===== config.mk =====
export PLATFORM = sky130hd
export DESIGN_NAME = uc_multiciclo
export DESIGN_NICKNAME = d
export VERILOG_FILES = /design/src/rtl/uc_pkg.sv /design/src/rtl/uc_decode.sv /design/src/rtl/uc_multiciclo.sv
export SDC_FILE = /design/constraint.sdc
export NUM_CORES = 1
export LEC_CHECK = 0
export ABC_AREA = 1
export ABC_CLOCK_PERIOD_IN_PS = 4300
export CAP_MARGIN = 0
export CORE_ASPECT_RATIO = 0.7
export CORE_MARGIN = 2
export CORE_UTILIZATION = 45
export CTS_CLUSTER_SIZE = 30
export DETAILED_ROUTE_END_ITERATION = 8
export PLACE_DENSITY = 0.79
export RECOVER_POWER = 25
export REMOVE_ABC_BUFFERS = 1
export SYNTH_ARGS = -nofsm -noshare
export SYNTH_HDL_FRONTEND = slang
export SYNTH_HIERARCHICAL = 1
export SYNTH_SLANG_ARGS = --single-unit

===== constraint.sdc =====
create_clock -name clk -period 4.3 [get_ports clk]
set_input_delay 0.645 -clock clk [delete_from_list [all_inputs] [get_ports clk]]
set_output_delay 0.645 -clock clk [all_outputs]
set_load 0.01 [all_outputs]

===== src/rtl/uc_pkg.sv =====
// rtl/uc_pkg.sv - shared constants for the multi-cycle RISC-V control unit
package uc_pkg;

  localparam logic [6:0] OPC_LOAD   = 7'b0000011;
  localparam logic [6:0] OPC_STORE  = 7'b0100011;
  localparam logic [6:0] OPC_OP     = 7'b0110011;
  localparam logic [6:0] OPC_OP_IMM = 7'b0010011;
  localparam logic [6:0] OPC_BRANCH = 7'b1100011;

  localparam logic [3:0] ALU_R  = 4'b0000;
  localparam logic [3:0] ALU_I  = 4'b0001;
  localparam logic [3:0] ALU_S  = 4'b0010;
  localparam logic [3:0] ALU_SB = 4'b0011;
  localparam logic [3:0] ALU_U  = 4'b0100;
  localparam logic [3:0] ALU_UJ = 4'b0101;

  localparam logic [2:0] ST_FETCH  = 3'd0;
  localparam logic [2:0] ST_DECODE = 3'd1;
  localparam logic [2:0] ST_EXEC   = 3'd2;
  localparam logic [2:0] ST_MEM    = 3'd3;
  localparam logic [2:0] ST_WB     = 3'd4;
  localparam logic [2:0] ST_HALT   = 3'd7;

  localparam logic [2:0] F3_BEQ = 3'b000;
  localparam logic [2:0] F3_BNE = 3'b001;

  typedef enum logic [2:0] {
    CLS_NONE,
    CLS_R,
    CLS_I,
    CLS_LOAD,
    CLS_STORE,
    CLS_BRANCH
  } instr_class_e;

endpackage


===== src/rtl/uc_decode.sv =====
// rtl/uc_decode.sv - combinational opcode/funct3 classifier
module uc_decode
  import uc_pkg::*;
(
  input  logic [6:0]   op_i,
  input  logic [2:0]   f3_i,
  output logic         supported_o,
  output instr_class_e cls_o,
  output logic [3:0]   alu_cmd_o,
  output logic         alu_src_o,
  output logic         br_valid_o,
  output logic         br_on_zero_o
);

  always_comb begin
    supported_o = 1'b1;
    cls_o       = CLS_NONE;
    alu_cmd_o   = ALU_R;
    alu_src_o   = 1'b0;
    case (op_i)
      OPC_OP:     begin cls_o = CLS_R; end
      OPC_OP_IMM: begin cls_o = CLS_I;      alu_cmd_o = ALU_I;  alu_src_o = 1'b1; end
      OPC_LOAD:   begin cls_o = CLS_LOAD;   alu_cmd_o = ALU_I;  alu_src_o = 1'b1; end
      OPC_STORE:  begin cls_o = CLS_STORE;  alu_cmd_o = ALU_S;  alu_src_o = 1'b1; end
      OPC_BRANCH: begin cls_o = CLS_BRANCH; alu_cmd_o = ALU_SB; end
      default:    begin supported_o = 1'b0; end
    endcase
  end

  // Branches other than BEQ/BNE are recognised but never taken.
  assign br_valid_o   = (f3_i == F3_BEQ) || (f3_i == F3_BNE);
  assign br_on_zero_o = (f3_i == F3_BEQ);

endmodule


===== src/rtl/uc_multiciclo.sv =====
// rtl/uc_multiciclo.sv - multi-cycle control unit: state register, IR field latches, output decode
module uc_multiciclo
  import uc_pkg::*;
(
  input  logic       clk,
  input  logic       rst,
  input  logic [6:0] opcode,
  input  logic [2:0] funct3,
  input  logic [3:0] alu_flags,
  output logic       ir_we,
  output logic       pc_we,
  output logic       pc_src,
  output logic       rf_we,
  output logic       rf_src,
  output logic       d_mem_we,
  output logic       alu_src,
  output logic [3:0] alu_cmd,
  output logic       halted,
  output logic [2:0] state_dbg
);

  logic [2:0]   state_q, state_d;
  logic [6:0]   op_q, op_d;
  logic [2:0]   f3_q, f3_d;
  logic [6:0]   dec_op;
  logic [2:0]   dec_f3;
  logic         supported;
  instr_class_e cls;
  logic [3:0]   dec_cmd;
  logic         dec_src;
  logic         br_valid;
  logic         br_on_zero;
  logic         br_taken;
  logic         unused_flags;

  assign unused_flags = ^alu_flags[3:1];

  // In DECODE the live IR fields are classified so the branch to HALT needs no extra cycle.
  assign dec_op = (state_q == ST_DECODE) ? opcode : op_q;
  assign dec_f3 = (state_q == ST_DECODE) ? funct3 : f3_q;

  uc_decode u_decode (
    .op_i         (dec_op),
    .f3_i         (dec_f3),
    .supported_o  (supported),
    .cls_o        (cls),
    .alu_cmd_o    (dec_cmd),
    .alu_src_o    (dec_src),
    .br_valid_o   (br_valid),
    .br_on_zero_o (br_on_zero)
  );

  assign br_taken = br_valid && (alu_flags[0] == br_on_zero);

  always_comb begin
    state_d = state_q;
    op_d    = op_q;
    f3_d    = f3_q;
    if (rst) begin
      state_d = ST_FETCH;
      op_d    = '0;
      f3_d    = '0;
    end else begin
      case (state_q)
        ST_FETCH:  state_d = ST_DECODE;
        ST_DECODE: begin
          op_d    = opcode;
          f3_d    = funct3;
          state_d = supported ? ST_EXEC : ST_HALT;
        end
        ST_EXEC: begin
          case (cls)
            CLS_LOAD, CLS_STORE: state_d = ST_MEM;
            CLS_BRANCH:          state_d = ST_FETCH;
            default:             state_d = ST_WB;
          endcase
        end
        ST_MEM:  state_d = (cls == CLS_LOAD) ? ST_WB : ST_FETCH;
        ST_WB:   state_d = ST_FETCH;
        ST_HALT: state_d = ST_HALT;
        default: state_d = ST_HALT;
      endcase
    end
  end

  always_ff @(posedge clk) begin
    state_q <= state_d;
    op_q    <= op_d;
    f3_q    <= f3_d;
  end

  always_comb begin
    ir_we     = 1'b0;
    pc_we     = 1'b0;
    pc_src    = 1'b0;
    rf_we     = 1'b0;
    rf_src    = 1'b0;
    d_mem_we  = 1'b0;
    alu_src   = 1'b0;
    alu_cmd   = 4'b0000;
    halted    = 1'b0;
    state_dbg = 3'd0;
    if (!rst) begin
      state_dbg = state_q;
      // ALU controls are held through EXEC..WB so address and result stay stable.
      if (state_q == ST_EXEC || state_q == ST_MEM || state_q == ST_WB) begin
        alu_cmd = dec_cmd;
        alu_src = dec_src;
      end
      case (state_q)
        ST_FETCH: ir_we = 1'b1;
        ST_EXEC: begin
          if (cls == CLS_BRANCH) begin
            pc_we  = 1'b1;
            pc_src = br_taken;
          end
        end
        ST_MEM: begin
          if (cls == CLS_STORE) begin
            d_mem_we = 1'b1;
            pc_we    = 1'b1;
          end else begin
            rf_src = 1'b1;
          end
        end
        ST_WB: begin
          rf_we  = 1'b1;
          pc_we  = 1'b1;
          rf_src = (cls == CLS_LOAD);
        end
        ST_HALT: halted = 1'b1;
        default: ;
      endcase
    end
  end

endmodule


== Word level (Yosys, flattened, before mapping) ==
Cells that the tools add are included.

* Bits of input ports: 16
* RAM bits: 0
* Register bits: 13
* Latch bits: 0
* Memories: 0
* Logic and storage cells: 61
* Bits in read-only memories: 0

* Mux-type cells: 33
* Divide/modulo/power cells: 0
* Bitwise logic cells: 0
* Equal/unequal tests: 15
* Reductions and logical operators: 10
* Add/sub/neg operators: 0
* Shift-type cells: 0
* $lt $le $gt $ge: 0
* $mul: 0

{| class="wikitable"
|+ Operators by type and width
! kind !! count
|-
| 3-bit case mux with 5 select lines || 2
|-
| 1-bit two-way mux || 20
|-
| 7-bit by 6-bit equality test with 1-bit output (second input constant) || 2
|-
| 3-bit equality test (second input constant) || 4
|-
| 3-bit two-way mux || 4
|-
| 3-bit by 2-bit equality test with 1-bit output (second input constant) || 3
|-
| 4-bit two-way mux || 2
|-
| 7-bit by 2-bit equality test with 1-bit output (second input constant) || 1
|-
| 7-bit by 5-bit equality test with 1-bit output (second input constant) || 1
|-
| 7-bit equality test (second input constant) || 1
|-
| 7-bit two-way mux || 1
|-
| 3-bit by 1-bit equality test with 1-bit output (second input constant) || 2
|-
| 3-bit zero test || 2
|-
| 2-bit case mux with 3 select lines || 1
|-
| 3-bit case mux with 2 select lines || 1
|-
| 5-bit OR reduction || 1
|-
| 2-bit OR reduction || 2
|-
| 1-bit logical OR || 3
|-
| 1-bit case mux with 3 select lines || 1
|-
| 3-bit OR reduction || 1
|-
| 1-bit case mux with 2 select lines || 1
|-
| 1-bit equality test || 1
|-
| 1-bit logical AND || 1
|}

== Logic depth before layout (Yosys ltp) ==
* Word-level depth: 8
* Depth in mapped cells: 18
* Gate-level depth less buffers: 17

== Hierarchy ==
Netlist, hierarchy kept.

{| class="wikitable"
|+ By module, submodules not included
! module !! area each (um2) !! times used !! cells an instance !! seq. area each (um2)
|-
| uc_multiciclo || 839.6 || 1 || 134 || 260.2
|-
| uc_decode || 135.1 || 1 || 30 || 0.0
|}

== Least setup slack after synthesis ==
OpenSTA, ideal clock, no wires.

* Path kind: register to output
* Start: register state_q[2]
* End: output port rf_src
* Arrival: 1.794 ns
* Slack: 1.861 ns
* Buffers on the path: 1
* Stages on the path, launching flop included: 10
* Cells stage by stage: dfxtp_1 -> inv_2 -> nand3_2 -> buf_6 -> o21ai_2 -> inv_1 -> or2_1 -> nor2_1 -> nand3_1 -> o21ai_0

* Word-level cells in the longest chain between the ends: 8
* Elaborated cells between the ends (all ways): 15

{| class="wikitable"
|+ RTL lines
! item !! RTL line !! source
|-
| from (decl) || uc_multiciclo.sv:22 || <nowiki>logic [2:0] state_q, state_d;</nowiki>
|-
| from (signal assigned) || uc_multiciclo.sv:87 || <nowiki>state_q <= state_d;</nowiki>
|-
| 3-bit by 1-bit equality test with 1-bit output * || uc_multiciclo.sv:39 || <nowiki>assign dec_op = (state_q == ST_DECODE) ? opcode : op_q;</nowiki>
|-
| 7-bit two-way mux * || - ||
|-
| via dec_op[5] || uc_multiciclo.sv:25 || <nowiki>logic [6:0] dec_op;</nowiki>
|-
| 7-bit equality test, or another cell as far along || uc_decode.sv:20 || <nowiki>case (op_i)</nowiki>
|-
| 3-bit case mux with 5 select lines * || uc_decode.sv:20 ||
|-
| via cls[1] || uc_multiciclo.sv:28 || <nowiki>instr_class_e cls;</nowiki>
|-
| 3-bit equality test || uc_multiciclo.sv:119 || <nowiki>if (cls == CLS_STORE) begin</nowiki>
|-
| 1-bit two-way mux || uc_multiciclo.sv:119 ||
|-
| 1-bit case mux with 2 select lines * || uc_multiciclo.sv:110 || <nowiki>case (state_q)</nowiki>
|-
| 1-bit two-way mux * || uc_multiciclo.sv:103 || <nowiki>if (!rst) begin</nowiki>
|-
| to (decl) || uc_multiciclo.sv:14 || <nowiki>output logic rf_src,</nowiki>
|}

The timed path passes the listed nets; every way through them passes the cells marked *.

== Worst setup path after layout ==
* Start: register state_q[2]
* End: output port pc_src

* Word-level cells in the longest chain between the ends: 8
* Elaborated cells between the ends (all ways): 19

{| class="wikitable"
|+ RTL lines
! item !! RTL line !! source
|-
| 3-bit by 1-bit equality test with 1-bit output * || uc_multiciclo.sv:39 ||
|-
| 7-bit two-way mux * || - ||
|-
| via dec_op[3] || uc_multiciclo.sv:25 ||
|-
| 7-bit equality test, or another cell as far along || uc_decode.sv:20 ||
|-
| 3-bit case mux with 5 select lines * || uc_decode.sv:20 ||
|-
| via cls[2] || uc_multiciclo.sv:28 ||
|-
| 3-bit equality test * || uc_multiciclo.sv:113 || <nowiki>if (cls == CLS_BRANCH) begin</nowiki>
|-
| 1-bit two-way mux * || uc_multiciclo.sv:113 ||
|-
| 1-bit two-way mux * || uc_multiciclo.sv:110 ||
|-
| 1-bit two-way mux * || uc_multiciclo.sv:103 ||
|-
| to (decl) || uc_multiciclo.sv:12 || <nowiki>output logic pc_src,</nowiki>
|}

Marked as above.

==> qor.yml <==
outcome: "finished clean"
clk_latency_ns: 0.27
via_count: 950
tns_ns: 0
dp_cells: 208
place_hpwl_um: 1500
finalSetupViolCount: 0
fmax_ghz: 0.266
place_area_sq_um: 1210
worst-path-max-fanout: 20
antenna_left: 0
grt_pass1_wl_um: 3260
clock_sinks: 13
place_ws_ns: 0.799
post-cts-setup-buffer-count: 0
yosysMostFrequentCell: "inv_1"
min_period_ns: 3.76
synth-seq-cells: 13
synth_top_area_share_pct: 26.7
drv_cap: 0
cp-end-kind: "output port"
synth_area_sq_um: 975
initial_core_util_pct: 46.4
syn_avg_cell_area_sq_um: 5.94
dr.pass1.iters: 4
synth-seq-area-share_pct: 26.7
min_period_over_period_pct: 87.4
place_congestion: 0.844
antenna_found_initial: 0
drive_gt1_share_pct: 12.8
drt_iter0_markers: 29
worstHoldPathType: "register to register"
tritoncts: "yes"
rsz0062_at_grt: "no"
synth_warnings: 6
die_w_um: 59.6
grt_usage_pct: 16.5
post-route-util_pct: 58.9
crit_required_ns: 3.65
final_area_sq_um: 1240
start_kind: "register"
numCtsBuffers: 3
power.total_mw: 0.781
setup_slack_ns: 0.543
cts_resized: 0
timing.slew.headroom_pct: 51.1
nFillCells: 203
antenna_cells: 0
async_flop_share_pct: 0
synthTopCellsByCount: "39 x inv_1, 36 x nand2_1, 32 x nor2_1"
finalNonFillerCells: 212
rows: 14
routed_wl_um: 1950
synth_edf_count: 0
yosys.area.top_type: "dfxtp_1"
drv_slew: 0
clkTransAtPathRegs_ns: 0.08
postCtsHoldBufs: 0
synthFlopType: "dfxtp_1"
cts_htree_levels: 1
worst_ep_arrival_time_ns: 3.11
gr-total-overflow: 0
grt_pass1_vias: 815
vias_per_cell: 4.48
num-nets-final: 205
power_density_nw_per_um2: 631
netlist_instances: 164
leakagePower_nw: 0.641
die_area_sq_um: 2560
routedWlPerCell_um: 9.19
tightestPinTransition_ns: 0.730
core_sq_um: 2100
cts_buffer_depth: 2
pin_count: 31
drcViolationCount: 0
port_buffers: 25
root_buffer: "clkbuf_4"
critical_path_class: "register to output port"
hold_slack_ns: 0.522
fin_worst_skew_ns: 0.00372
finalHoldViolCount: 0
vdd_ir_drop_max_v: 0.000211
grt_max_degree: 21
synth_cell_types: 23
syn_to_final_growth_pct: 27.0
synth_area_leaders: "dfxtp_1 27%, inv_1 15%, nand2_1 14%"
die_h_um: 42.9
==> kinds of logic (layout without fill, tap and decap cells) <==
logic type / after synthesis / after routing / share of synthesized area [%]
AND/OR/NAND/NOR: 86 / 86 / 38.0
AO/OA/AOI/OAI: 16 / 16 / 13.9
flip-flops: 13 / 13 / 26.7
other: 1 / 2 / 0.385
buffers and inverters: 48 / 71 / 21.1
==> registers in the layout (all words and copies together), names as in the netlist <==
register / count
f3_q: 3
op_q: 7
state_q: 3
==> worst max-delay path, cell delays in order, from the launching register on <==
cell and delay (ns):
dfxtp_1 0.35, inv_2 0.15, nand3_2 0.40, o21ai_2 0.29, inv_1 0.08, nor2_1 0.10
nand3_1 0.17, nor2_1 0.30, nand2_1 0.12, inv_1 0.07, nand4_1 0.14, nor2_1 0.12
clkdlybuf4s50_1 0.54
==> worst paths after layout <==
| path | cells past startpoint | end | from | slack, ns |
|---|---|---|---|---|
| setup / recovery | 12 | pc_src | state_q[2] | 0.54 |
| hold / removal | 4 | op_q[4] | op_q[4] | 0.52 |
| setup reg to reg | 14 | state_q[0] | state_q[2] | 1.84 |
| hold reg to reg | 4 | op_q[4] | op_q[4] | 0.52 |
==> area by class of cell <==
type                    count  area [sq um]  share of cell area, %
multi-input cells         104           513                   41.5
flip-flops and latches     13           260                   21.0
repair buffers             25           250                   20.2
inverters                  42           158                   12.7
well taps                  24          30.0                   2.43
clock buffers               4          26.3                   2.12
==> where the power goes <==
group / internal, mW / switching, mW / leakage [nW]
Combinational: 0.186 / 0.326 / 0.519
Clock: 0.0358 / 0.0384 / 0.0150
Sequential: 0.172 / 0.0234 / 0.107
==> per-layer routing <==
metal	GRT usage [%]	wire, um	vias to the layer above
met5	0	0	-
met4	6.67	19	0
met3	2.13	106	2
met1	23.1	965	397
met2	25.3	858	27
li1	-	-	524
==> placed cells by master (no fill, tap or decap) <==
cell type	netlist	routed
nand4_1	2	2
inv_1	39	39
nor2_2	2	2
clkbuf_4	0	3
dfxtp_1	13	13
clkdlybuf4s50_1	0	24
o21ai_0	2	2
clkbuf_1	0	1
a21oi_2	1	1
a21oi_1	1	1
conb_1	1	2
o21ai_2	10	10
nor2_1	32	32
nand3_2	1	1
nor2_4	2	2
a21oi_4	1	1
a21boi_0	1	1
inv_2	3	3
nand2_1	36	36
nor3_1	2	2
nand3_1	7	7
or2_1	1	1
nand2_2	1	1
dlygate4sd3_1	0	1
Power figures use the tool's default switching activity.
